## src/rtl/uart_tx_arbiter_pkg.sv

```systemverilog
// rtl/uart_tx_arbiter_pkg.sv - shared FSM encoding, timeout default and index-width helper
// Contents: state_e (arbiter FSM states), IDLE_TIMEOUT_DEFAULT, idx_width().
package uart_tx_arbiter_pkg;

  typedef enum logic [1:0] {
    ST_IDLE  = 2'd0,
    ST_GRANT = 2'd1,
    ST_HOLD1 = 2'd2,
    ST_HOLD2 = 2'd3
  } state_e;

  localparam int IDLE_TIMEOUT_DEFAULT = 1024;

  // Width of a requester index; never below one bit so single-requester builds still elaborate.
  function automatic int idx_width(input int n);
    return (n > 1) ? $clog2(n) : 1;
  endfunction

endpackage

```

## src/rtl/uart_tx_arbiter_rr_pick.sv

```systemverilog
// rtl/uart_tx_arbiter_rr_pick.sv - combinational round-robin first-set selector
// Ports: valid  - candidate vector
//        ptr    - index searched first
//        idx    - first set index at or after ptr, wrapping
//        found  - any bit of valid set
module uart_tx_arbiter_rr_pick
  import uart_tx_arbiter_pkg::*;
#(
  parameter  int NUM_REQ = 4,
  localparam int GW      = idx_width(NUM_REQ)
) (
  input  logic [NUM_REQ-1:0] valid,
  input  logic [GW-1:0]      ptr,
  output logic [GW-1:0]      idx,
  output logic               found
);

  logic [GW-1:0] cand;

  // Walk from the farthest offset back to ptr so the nearest set bit is the last one written.
  always_comb begin
    idx   = '0;
    found = 1'b0;
    cand  = '0;
    for (int i = NUM_REQ - 1; i >= 0; i--) begin
      cand = GW'((int'(ptr) + i) % NUM_REQ);
      if (valid[cand]) begin
        idx   = cand;
        found = 1'b1;
      end
    end
  end

endmodule

```

## src/rtl/uart_tx_arbiter.sv

```systemverilog
// rtl/uart_tx_arbiter.sv - message-atomic round-robin arbiter feeding one uart_tx
// Ports: clk, rst_n (async, active-low)
//        req_valid/req_data/req_last/req_ready - per-requester byte streams
//        uart_ready, uart_out, uart_out_en      - byte interface to uart_tx
//        grant_id, busy, timeout_pulse          - status
module uart_tx_arbiter
  import uart_tx_arbiter_pkg::*;
#(
  parameter  int NUM_REQ      = 4,
  parameter  int IDLE_TIMEOUT = IDLE_TIMEOUT_DEFAULT,
  localparam int GW           = idx_width(NUM_REQ)
) (
  input  logic                   clk,
  input  logic                   rst_n,
  input  logic [NUM_REQ-1:0]     req_valid,
  input  logic [8*NUM_REQ-1:0]   req_data,
  input  logic [NUM_REQ-1:0]     req_last,
  output logic [NUM_REQ-1:0]     req_ready,
  input  logic                   uart_ready,
  output logic [7:0]             uart_out,
  output logic                   uart_out_en,
  output logic [GW-1:0]          grant_id,
  output logic                   busy,
  output logic                   timeout_pulse
);

  localparam int CW = $clog2(IDLE_TIMEOUT + 1);

  state_e        state_q, state_d;
  logic [GW-1:0] grant_q, grant_d;
  logic [GW-1:0] rr_ptr_q, rr_ptr_d;
  logic [CW-1:0] idle_cnt_q, idle_cnt_d;
  logic [7:0]    out_q, out_d;
  logic          out_en_q, out_en_d;
  logic          tmo_q, tmo_d;
  logic          last_q, last_d;

  logic [GW-1:0] pick_idx;
  logic          pick_found;
  logic [GW-1:0] next_ptr;
  logic          xfer;

  uart_tx_arbiter_rr_pick #(.NUM_REQ(NUM_REQ)) u_rr_pick (
    .valid (req_valid),
    .ptr   (rr_ptr_q),
    .idx   (pick_idx),
    .found (pick_found)
  );

  assign next_ptr = (grant_q == GW'(NUM_REQ - 1)) ? '0 : grant_q + 1'b1;
  assign xfer     = (state_q == ST_GRANT) && req_valid[grant_q] && uart_ready;

  always_comb begin
    req_ready = '0;
    if (state_q == ST_GRANT) req_ready[grant_q] = uart_ready;
  end

  always_comb begin
    state_d    = state_q;
    grant_d    = grant_q;
    rr_ptr_d   = rr_ptr_q;
    idle_cnt_d = idle_cnt_q;
    out_d      = out_q;
    out_en_d   = 1'b0;
    tmo_d      = 1'b0;
    last_d     = last_q;
    case (state_q)
      ST_IDLE: begin
        idle_cnt_d = '0;
        if (pick_found) begin
          grant_d = pick_idx;
          state_d = ST_GRANT;
        end
      end
      ST_GRANT: begin
        // A transfer always clears the idle count, so it takes priority over the timeout.
        if (xfer) begin
          out_d      = req_data[{grant_q, 3'b000} +: 8];
          out_en_d   = 1'b1;
          last_d     = req_last[grant_q];
          idle_cnt_d = '0;
          state_d    = ST_HOLD1;
        end else if (!req_valid[grant_q]) begin
          if (idle_cnt_q == CW'(IDLE_TIMEOUT - 1)) begin
            idle_cnt_d = '0;
            rr_ptr_d   = next_ptr;
            tmo_d      = 1'b1;
            state_d    = ST_IDLE;
          end else begin
            idle_cnt_d = idle_cnt_q + 1'b1;
          end
        end
      end
      // uart_tx lowers its ready one cycle late; skip that cycle rather than trust it.
      ST_HOLD1: state_d = ST_HOLD2;
      ST_HOLD2: begin
        if (last_q) begin
          rr_ptr_d = next_ptr;
          state_d  = ST_IDLE;
        end else begin
          state_d  = ST_GRANT;
        end
      end
      default: state_d = ST_IDLE;
    endcase
  end

  always_ff @(posedge clk or negedge rst_n) begin
    if (!rst_n) begin
      state_q    <= ST_IDLE;
      grant_q    <= '0;
      rr_ptr_q   <= '0;
      idle_cnt_q <= '0;
      out_q      <= 8'h00;
      out_en_q   <= 1'b0;
      tmo_q      <= 1'b0;
      last_q     <= 1'b0;
    end else begin
      state_q    <= state_d;
      grant_q    <= grant_d;
      rr_ptr_q   <= rr_ptr_d;
      idle_cnt_q <= idle_cnt_d;
      out_q      <= out_d;
      out_en_q   <= out_en_d;
      tmo_q      <= tmo_d;
      last_q     <= last_d;
    end
  end

  assign uart_out      = out_q;
  assign uart_out_en   = out_en_q;
  assign grant_id      = grant_q;
  assign busy          = (state_q != ST_IDLE);
  assign timeout_pulse = tmo_q;

endmodule

```

## config.mk

```make
export PLATFORM = sky130hd
export DESIGN_NAME = uart_tx_arbiter
export DESIGN_NICKNAME = d
export VERILOG_FILES = /design/src/rtl/uart_tx_arbiter_pkg.sv /design/src/rtl/uart_tx_arbiter_rr_pick.sv /design/src/rtl/uart_tx_arbiter.sv
export SDC_FILE = /design/constraint.sdc
export NUM_CORES = 1
export LEC_CHECK = 0
export CAP_MARGIN = 20
export CELL_PAD_IN_SITES_DETAIL_PLACEMENT = 0
export CELL_PAD_IN_SITES_GLOBAL_PLACEMENT = 2
export CORE_AREA = 2 2 69 97
export CTS_CLUSTER_DIAMETER = 150
export DETAILED_ROUTE_END_ITERATION = 10
export DIE_AREA = 0 0 71 99
export PLACE_DENSITY = 0.82
export SLEW_MARGIN = 20
export SYNTH_ARGS = -nofsm -noshare
export SYNTH_HDL_FRONTEND = slang
export SYNTH_SLANG_ARGS = --single-unit
```

## constraint.sdc

```tcl
create_clock -name clk -period 2.4 [get_ports clk]
set_input_delay 0.24 -clock clk [delete_from_list [all_inputs] [get_ports clk]]
set_output_delay 0.24 -clock clk [all_outputs]
set_load 0.02 [all_outputs]
```

# Word-level counts from Yosys, hierarchy flattened
# Index checks and enable logic that the tools add are counted.
dict set report word_totals {
  regBits 28
  inputBits 43
  output_inout_bits 17
  wordCells 90
}
dict set report op_classes {
  n_addsub 5
  magnitude_cmp 6
  n_eq_ne 12
  n_shift 1
  muxes 45
  bitwise 1
  n_reduce_logical 12
}
# cell n
set ops {}
lappend ops {{two-way mux 11 bit} 3}
lappend ops {{indexed part select 32 x 6 -> 8 bit} 1}
lappend ops {{two-way mux 2 bit} 13}
lappend ops {{case mux 11 bit (2 select lines)} 1}
lappend ops {{two-way mux 1 bit} 18}
lappend ops {{< comparator 2 x 3 -> 1 bit (second input constant)} 5}
lappend ops {{binary-select mux 1 bit (select 2 bit)} 6}
lappend ops {{adder 11 x 1 -> 11 bit (second input constant)} 1}
lappend ops {{== test 11 x 10 -> 1 bit (second input constant)} 1}
lappend ops {{!= test 2 bit (second input constant)} 4}
lappend ops {{case mux 2 bit (4 select lines)} 1}
lappend ops {{== test 2 bit (second input constant)} 3}
lappend ops {{AND reduction 2 bit} 3}
lappend ops {{nonzero test 2 bit} 3}
lappend ops {{AND reduction 5 bit} 1}
lappend ops {{adder 2 x 1 -> 2 bit (second input constant)} 2}
lappend ops {{adder 2 bit (second input constant)} 2}
lappend ops {{AND 4 bit} 1}
lappend ops {{two-way mux 4 bit} 1}
lappend ops {{case mux 2 bit (2 select lines)} 1}
lappend ops {{logical AND 1 bit} 3}
lappend ops {{!= test 3 x 2 -> 1 bit (second input constant)} 1}
lappend ops {{!= test 3 bit (second input constant)} 1}
lappend ops {{AND reduction 3 bit} 1}
lappend ops {{other kinds (5)} 5}

# Longest topological paths before layout
# Gate-level depths: netlist of run 1.
dict set report depth {
  word_depth 9
  mapped_depth 6
  mapped_depth_nobuf 5
}

# Hierarchy
# A second synthesis of run 1 with hierarchy kept.
dict set report unflattened {
  cells_unflattened 152
  area_unflattened_um2 1675.4
}
# module n_inst cells_per_inst area_each_um2 seq_area_each_um2
set modules_own_cells {}
lappend modules_own_cells {uart_tx_arbiter 1 139 1597.8 700.7}
lappend modules_own_cells {uart_tx_arbiter_rr_pick 1 13 77.6 0.0}

# Worst setup path before layout of run 1
# OpenSTA, ideal clock, no wires.
dict set report synth_timing {
  path_kind {flip-flop to flip-flop}
  from {register grant_q[0], in the netlist grant_id[0]}
  to {register idle_cnt_q[7]}
  setup_ps 80
  arrival_time_ps 1901
  required_ps 2320
  path_slack_ps 419
  stages_incl_launch_ff 5
  path_buffers 0
  period_less_slack_ps 1981
  path_cell_list {dfrtp_1 > mux4_2 > nand2b_4 > or4_4 > o211ai_2}
}
dict set report synth_via {
  elab_chain_cells 6
  elab_cells_between_ends 8
  classes_between {eq/ne (1); mux (4); reduce/logical (3)}
}
# element line_no
set synth_rtl {}
lappend synth_rtl {{start: declaration} uart_tx_arbiter.sv:30} ;# logic [GW-1:0] grant_q, grant_d;
lappend synth_rtl {{start signal: assignment} uart_tx_arbiter.sv:120} ;# grant_q <= grant_d;
lappend synth_rtl {{binary-select mux 1 bit (select 2 bit) (*)} {uart_tx_arbiter.sv:51, uart_tx_arbiter.sv:83}}
lappend synth_rtl {{two-way mux 1 bit (implied by the code) (*)} {uart_tx_arbiter.sv:51, uart_tx_arbiter.sv:83}}
lappend synth_rtl {{logical AND 1 bit (2 in series)} uart_tx_arbiter.sv:51} ;# assign xfer = (state_q == ST_GRANT) && req_valid[grant_q] && uart_ready;
lappend synth_rtl {{two-way mux 11 bit or != test 3 bit (tied branches)} -}
lappend synth_rtl {{case mux 11 bit (2 select lines) or AND reduction 2 bit (tied branches)} -}
lappend synth_rtl {{end signal: assignment} uart_tx_arbiter.sv:122} ;# idle_cnt_q <= idle_cnt_d;
lappend synth_rtl {{end: declaration} uart_tx_arbiter.sv:32} ;# logic [CW-1:0] idle_cnt_q, idle_cnt_d;
# Mark *: on every way between the ends. The rest lies on a longest branch, timed or not. The select of a mux whose other input is x is not followed.
# A chain may end at the register's enable or synchronous reset.

==> results of run 1 <==
-- power groups by stage --
stage	logic, mW	clock network [mW]	registers [mW]
2_1_floorplan	0.740	0	0.860
3_3_place_gp	1.38	0	0.776
3_5_place_dp	1.38	0	0.781
4_1_cts	1.38	0.400	0.775
5_1_grt	1.49	0.412	0.804
6_report	1.35	0.386	0.770
-- metal layers --
metal	GRT usage (%)	up-vias	share of wire, %
li1	-	702	-
met1	14.9	714	41
met2	23.5	36	55
met3	2.66	5	3.8
met4	3.63	0	0.93
met5	0	-	0
-- Yosys cell counts (2+ instances only) --
library cell	number
nor2b_1	2
a32oi_1	3
o21ai_0	12
ha_1	5
dfrtp_1	28
nor4_1	2
and3_1	6
nand3_1	7
mux2i_1	2
a21o_1	3
buf_2	2
nand2b_1	6
a21oi_1	3
a31oi_1	4
nand2_1	10
mux4_2	9
mux2_2	11
nor2_1	4
inv_1	7
-- worst max-delay path: stages, from the launching register on --
cell	delay, ns
dfrtp_1	0.47
and2b_1	0.37
and3_1	0.22
clkdlybuf4s50_1	0.61
-- final timing paths --
check / start / to / slack [ns] / depth (start not counted)
min in group clk: idle_cnt_q[10] / idle_cnt_q[10] / 0.50 / 1
min reg2reg: idle_cnt_q[10] / idle_cnt_q[10] / 0.50 / 1
max reg2reg: idle_cnt_q[0] / rr_ptr_q[0] / 0.28 / 5
min: rst_n / idle_cnt_q[7] / 0.33 / 2
max in group asynchronous: rst_n / idle_cnt_q[9] / 1.79 / 2
max: flip-flop / req_ready[0] / 0.20 / 3
-- cell type report --
type | instances | area (µm²)
Inverter | 7 | 26.3
Clock buffer | 3 | 41.3
Clock inverter | 1 | 30.0
Tap cell | 72 | 90.1
Timing Repair Buffer | 66 | 643
Sequential cell | 28 | 701
Multi-Input combinational cell | 110 | 947
Fill cell | 598 | 3690
-- cells by family (layout without fill, tap and decap cells) --
family	count (synthesis)	count (layout)	share of synthesized area (%)
AOI/OAI and AO/OA	34	34	13.9
adders and majority gates	5	5	3.70
buffers and inverters	11	77	2.59
DFF	28	28	41.4
muxes	23	23	22.0
and+or+nand+nor	48	48	16.3
-- per-stage QoR --
step / util [%] / instances
2_1_floorplan: - / 149
3_3_place_gp: 39.0 / 283
3_5_place_dp: 39.0 / 283
4_1_cts: 40.2 / 287
5_1_grt: 40.2 / 287
6_report: 40.2 / 287
-- registers in the layout, summed over array words and instances (netlist names), named ones only --
| signal | count |
|---|---|
| grant_id | 2 |
| idle_cnt_q | 11 |
| last_q | 1 |
| rr_ptr_q | 2 |
| state_q | 1 |
| timeout_pulse | 1 |
| uart_out | 8 |
| uart_out_en | 1 |
==> impl_metrics.ini, run 1 <==
[cts]
numCtsBuffers = 3
clkSlewWorstSetupHoldPaths_ns = 0.10
cts-resized-gates = 0
cts_root_buf = clkbuf_8
holdBufCountCts = 0
insertion_delay_ns = 0.28
cts_tree = built
cts_sinks = 28
htree_levels = 1
clockBufferDepth = 2
post-cts-setup-buffers = 0

[drt]
drc = 0
via_per_inst = 5.08
routed_wl_um = 4290
wire_per_inst_um = 14.9
vias = 1457
dr.pass1.iters = 4
ant_nets = 0
drtIter0Drc = 24

[power]
p_int_mw = 1.55
clock_power_share_pct = 15.4
total_power_mw = 2.51
netSwitchingPower_mw = 0.956
sw_frac_of_total_pct = 38.1
vdd_drop_max_v = 0.000467
comb_power_share_pct = 53.9
p_per_area_mw_per_mm2 = 1010
seqPwrFrac_pct = 30.7
leakagePower_nw = 1.02

[logic_synthesis]
yosysTopAreaCell = dfrtp_1
yosys_warnings = 0
synth_cell_types = 42
synthFlopType = dfrtp_1
syn_inst = 149
synth_top_area_share_pct = 41.4
synth_area_mm2 = 0.00169
ys_async_sr_fraction_pct = 100
syn_area_per_cell_um2 = 11.4
syn_nets = 197
synth_edf_count = 0
ys_ff_latch = 28
seq_area_frac_synth_pct = 41.4
synthTopCellsByArea = dfrtp_1 (41%), mux4_2 (12%), mux2_2 (7.3%)

[die]
die_area_mm2 = 0.00703
row_count = 34
initial_core_util_pct = 27.4
die_w_um = 71
io_pins = 60
core_mm2 = 0.00617
die_h_um = 99

[placed_design]
place_area_mm2 = 0.00241
gp_congestion = 0.762
io_buffers = 59
place_ws_ns = 0.233
post-dp-hpwl_um = 3340

[cells_and_area]
layout_common_cells = clkdlybuf4s50_1 (59), dfrtp_1 (28), o21ai_0 (12), mux2_2 (11), nand2_1 (10)
num_antenna_cells = 0
final_common_cell = clkdlybuf4s50_1
final_area_mm2 = 0.00248
fin_nets = 264
syn2layout_area_growth_pct = 46.5
drive_gt1_share_pct = 17.7

[sta]
timing.final.ws_setup_ns = 0.203
setup_viol = 0
fmax_mhz = 455
tns_ns = 0
whs_ns = 0.333
rsz0062_at_grt = no
worst_slew_pin_slew_ns = 0.427
layout_min_cycle_time_ns = 2.20
hold_viol = 0
slew_headroom_pct = 71.5
min_period_over_period_pct = 91.5
clock_skew_ns = 0.00603
finalMaxSlewViolations = 0

[global_routing]
grt_max_degree = 29
grt_pass1_vias = 1569
grt_pass1_wl_um = 7240
track_usage_pct = 12.8
overflow = 0
antenna_found_initial = 0

[status]
status = completed

[critical_path]
crit_fanout = 8
critPathLaunchType = flip-flop
cp.required_ns = 2.16
endpoint_kind = output port
cp.arrival_ns = 1.96
critPathKind = reg2out

[hold_path]
hold_class = in2async

[job]
maxCapViolCount = 0
Power figures use the tool's default switching activity.
==> run 2: changes to the inputs <==
Settings changed: CORE_AREA 2 2 69 97 to 2 2 73 103, DIE_AREA 0 0 71 99 to 0 0 75 105, PLACE_DENSITY 0.82 to 0.77.
Clock period 2.4 ns to 2 ns, I/O delays scaled along.
==> run 2 against run 1 <==
Against the previous run: utilization is 1.5 points lower; count of clock-buffer cells in the layout stayed put; sequential cell count stayed put; combinational power is 36% higher; via count is 2.4% higher; final cell count is 14% higher; sequential share of layout area is 1.9 points lower; non-clock buffer count is 18 higher; die area is 12% higher.
==> impl_metrics.ini, run 2 (same netlist as run 1, synthesis figures left out) <==
[critical_path]
timing.rr.end = state_q[0]
r2r_cells = 6
cp.arrival_ns = 2.04
critPathLaunchType = flip-flop
r2r-start = idle_cnt_q[0]
endpoint_kind = flip-flop
critPathKind = reg2reg
cp.required_ns = 2.14
rrSetupSlack_ns = 0.10
crit_fanout = 7

[cts]
htree_levels = 1
clockBufferDepth = 2
post-cts-setup-buffers = 0
cts_root_buf = clkbuf_8
insertion_delay_ns = 0.28
holdBufCountCts = 0
numCtsBuffers = 3
cts-resized-gates = 4
cts_sinks = 28
cts_tree = built
clkSlewWorstSetupHoldPaths_ns = 0.10

[hold_path]
hold_class = in2async

[global_routing]
grt_max_degree = 29
grt.busiest_layer = met2
overflow = 0
grt_util_met1_pct = 13.5
grt_util_met3_pct = 2.22
antenna_found_initial = 0
grt_pass1_vias = 1604
grt_pass1_wl_um = 7500
track_usage_pct = 12.3
grt.met2_usage_pct = 23.2

[placed_design]
post-dp-hpwl_um = 3690
place_ws_ns = -0.0249
io_buffers = 59
gp_congestion = 0.809

[cells_and_area]
num_antenna_cells = 0
multiInputGateArea_um2 = 955
fillers = 694
register_area_um2 = 702
top_register = idle_cnt_q
largest_reg_flops = 11
final_core_util_pct = 38.6
drive_gt1_share_pct = 25.8
layout_common_cells = clkdlybuf4s50_1 (55), dfrtp_1 (27), buf_4 (24), o21ai_0 (12), mux2_2 (11)
final_common_cell = clkdlybuf4s50_1
fin_nets = 282
syn2layout_area_growth_pct = 57.4

[power]
seqPwrFrac_pct = 28.0
total_power_mw = 3.17
p_per_area_mw_per_mm2 = 1190
netSwitchingPower_mw = 1.18
leakagePower_nw = 1.14
sw_frac_of_total_pct = 37.2
p_int_mw = 1.99
comb_power_share_pct = 57.7
clock_power_share_pct = 14.3
vdd_drop_max_v = 0.000675

[sta]
min_period_over_period_pct = 94.9
fmax_mhz = 527
clock_skew_ns = 0.00493
slew_headroom_pct = 69.8
layout_min_cycle_time_ns = 1.90
rsz0062_at_grt = no
tns_ns = 0
setup_viol = 0
timing.final.ws_setup_ns = 0.103
worst_slew_pin_slew_ns = 0.448
hold_viol = 0
finalMaxSlewViolations = 0

[drt]
wire_per_inst_um = 13.9
dr.pass1.iters = 4
drc = 0
via_per_inst = 4.55
vias = 1492
routed_wl_um = 4550
ant_nets = 0
drtIter0Drc = 72

[job]
maxCapViolCount = 0

[die]
die_h_um = 105
initial_core_util_pct = 24.5
io_pins = 60
core_mm2 = 0.00689
row_count = 36
die_area_mm2 = 0.00788
die_w_um = 75

[status]
status = completed
[run 2: power by group through the flow]
stage                     Combinational, mW  Clock, mW  Sequential (mW)
after global placement                 1.85          0            0.890
after detailed placement               1.86          0            0.897
after floorplan                       0.888          0             1.03
after global routing                   1.99      0.496            0.919
after CTS                              1.86      0.464            0.887
final                                  1.83      0.453            0.886
[run 2: layout make-up]
type | count | share of cell area [%]
clock inverter | 1 | 1.13
sequential | 28 | 26.4
clock buffer | 3 | 1.55
timing repair buffer | 84 | 29.7
multi-input combinational | 110 | 35.9
tap | 95 | 4.46
inverter | 7 | 0.987
[run 2: per-stage QoR]
stage | cell area (µm²) | hold slack, ns | cells
after detailed placement | 2580 | 0.492 | 324
after CTS | 2650 | 0.326 | 328
after global routing | 2660 | 0.333 | 328
after global placement | 2580 | 0.486 | 324
final | 2660 | 0.310 | 328
after floorplan | 1690 | -0.0956 | 149
[run 2: worst max path at each step]
stage	endpoint	start	slack [ns]
after floorplan	idle_cnt_q[7]	grant_id[0]	0.02
after global placement	idle_cnt_q[7]	req_valid[0]	-0.01
after detailed placement	idle_cnt_q[7]	req_valid[1]	-0.02
after CTS	rr_ptr_q[1]	idle_cnt_q[0]	0.02
after global routing	state_q[0]	idle_cnt_q[0]	0.01
final	state_q[0]	idle_cnt_q[0]	0.10
[run 2: critical path: stages, from the launching register on]
cell and delay (ns):
dfrtp_1 0.38, ha_2 0.22, nand4_1 0.13, or4_4 0.52, buf_4 0.18, o21ai_0 0.19
a32oi_1 0.13
[run 2: metal layers]
layer / up-vias / wire length (µm)
met5: - / 0
met4: 0 / 28
met3: 2 / 174
met2: 36 / 2660
met1: 721 / 1690
li1: 733 / -
==> run 3: changes to the inputs <==
Settings changed: CORE_AREA 2 2 73 103 to 10 10 81 111, DIE_AREA 0 0 75 105 to 0 0 91 121.
==> run 3 against run 2 <==
Against the previous run: final cell count is the same; clock power grew 2%; clock skew grew 0.0024 ns; sequential share of layout area is essentially flat; count of clock-buffer cells in the layout is the same; utilization shrank 0.32 points; non-clock buffer count is the same; wire length grew 6.5%; first-iteration DRC count shrank 32%; worst hold slack lost 0.018 ns; combinational power is essentially flat; power grew 0.23%; critical path type unchanged; critical endpoint is now rr_ptr_q[0]; highest routed layer unchanged.
==> impl_metrics.ini, run 3 (same netlist as run 1, synthesis figures left out) <==
[sta]
clock_skew_ns = 0.00738
finalMaxSlewViolations = 0
fmax_mhz = 541
setup_viol = 0
whs_ns = 0.291
worst_slew_pin_slew_ns = 0.377
rsz0062_at_grt = no
layout_min_cycle_time_ns = 1.85
min_period_over_period_pct = 92.4
hold_viol = 0
slew_headroom_pct = 74.7

[die]
initial_core_util_pct = 24.4
die_w_um = 91
core_mm2 = 0.00694
die_area_mm2 = 0.0110
io_pins = 60
row_count = 36
die_h_um = 121

[global_routing]
grt_util_met1_pct = 8.98
antenna_found_initial = 0
grt_pass1_wl_um = 7930
grt_pass1_vias = 1697
grt.busiest_layer = met2
grt.met2_usage_pct = 15.4
grt_util_met3_pct = 4.09
overflow = 0
track_usage_pct = 8.67
grt_max_degree = 29

[drt]
ant_nets = 0
drtIter0Drc = 49
wire_per_inst_um = 14.8
routed_wl_um = 4850
via_per_inst = 4.65
dr.pass1.iters = 4
vias = 1526
drc = 0

[power]
vdd_drop_max_v = 0.000639
total_power_mw = 3.17
leakagePower_nw = 1.14
p_per_area_mw_per_mm2 = 1190

[cts]
cts-resized-gates = 3
cts_root_buf = clkbuf_8
insertion_delay_ns = 0.29
clkSlewWorstSetupHoldPaths_ns = 0.11
post-cts-setup-buffers = 0
cts_tree = built
cts_sinks = 28
clockBufferDepth = 2
holdBufCountCts = 0
numCtsBuffers = 3
htree_levels = 1

[placed_design]
post-dp-hpwl_um = 4010
gp_congestion = 0.768
io_buffers = 59

[cells_and_area]
largest_reg_flops = 11
fillers = 724
drive_gt1_share_pct = 24.5
layout_common_cells = clkdlybuf4s50_1 (55), dfrtp_1 (28), buf_4 (24), mux2_2 (11), o21ai_0 (11)
syn2layout_area_growth_pct = 57.1
fin_nets = 282
final_common_cell = clkdlybuf4s50_1
top_register = idle_cnt_q
num_antenna_cells = 0

[critical_path]
cp.arrival_ns = 2.03
critPathLaunchType = flip-flop
critPathKind = reg2reg
cp.required_ns = 2.18
crit_fanout = 2
endpoint_kind = flip-flop

[status]
status = completed

[job]
maxCapViolCount = 0

[hold_path]
hold_class = in2async
## run 3: per-layer routing
layer | vias up | part of all wire (%)
li1 | 733 | -
met1 | 743 | 37
met2 | 45 | 53
met3 | 5 | 9.4
met4 | 0 | 0.87
met5 | - | 0
## run 3: where the power goes
part           leakage (nW)  total (mW)  switching (mW)  internal (mW)
Sequential            0.359       0.879           0.130          0.749
Combinational         0.749        1.83           0.862          0.968
Clock                0.0357       0.463           0.195          0.268
Total                  1.14        3.17            1.19           1.99
## run 3: critical path, cell delays in order (launching register included)
cell	delay, ns
dfrtp_1	0.38
ha_1	0.17
nand4_1	0.14
or4_4	0.53
o21ai_2	0.19
mux2_2	0.34
## run 3: per-stage QoR
stage,std cells,area (µm²),utilization [%],worst slack (ns),TNS [ns]
floorplan,149,1690,-,0.0188,0
global placement,324,2580,37.2,0.0106,0
detailed placement,324,2580,37.2,-0.0249,-0.0532
CTS,328,2650,38.2,0.0148,0
global route,328,2660,38.3,0.0195,0
finish,328,2660,38.3,0.152,0
## run 3: final timing paths
path                                start              to  slack [ns]  cells past startpoint
max in group asynchronous           rst_n     uart_out[5]        1.43                      2
max reg2reg                 idle_cnt_q[0]     rr_ptr_q[0]        0.15                      5
min                                 rst_n   idle_cnt_q[7]        0.29                      2
max                         idle_cnt_q[0]     rr_ptr_q[0]        0.15                      5
min reg2reg                idle_cnt_q[10]  idle_cnt_q[10]        0.51                      1
min in group clk           idle_cnt_q[10]  idle_cnt_q[10]        0.51                      1
## run 3: layout make-up
| type | instances | area [µm²] | share of cell area [%] |
|---|---|---|---|
| well taps | 95 | 119 | 4.47 |
| repair buffers | 84 | 790 | 29.7 |
| clock inverters | 1 | 30.0 | 1.13 |
| clock buffers | 3 | 41.3 | 1.55 |
| flip-flops and latches | 28 | 701 | 26.4 |
| inverters | 7 | 26.3 | 0.989 |
| multi-input cells | 110 | 951 | 35.8 |
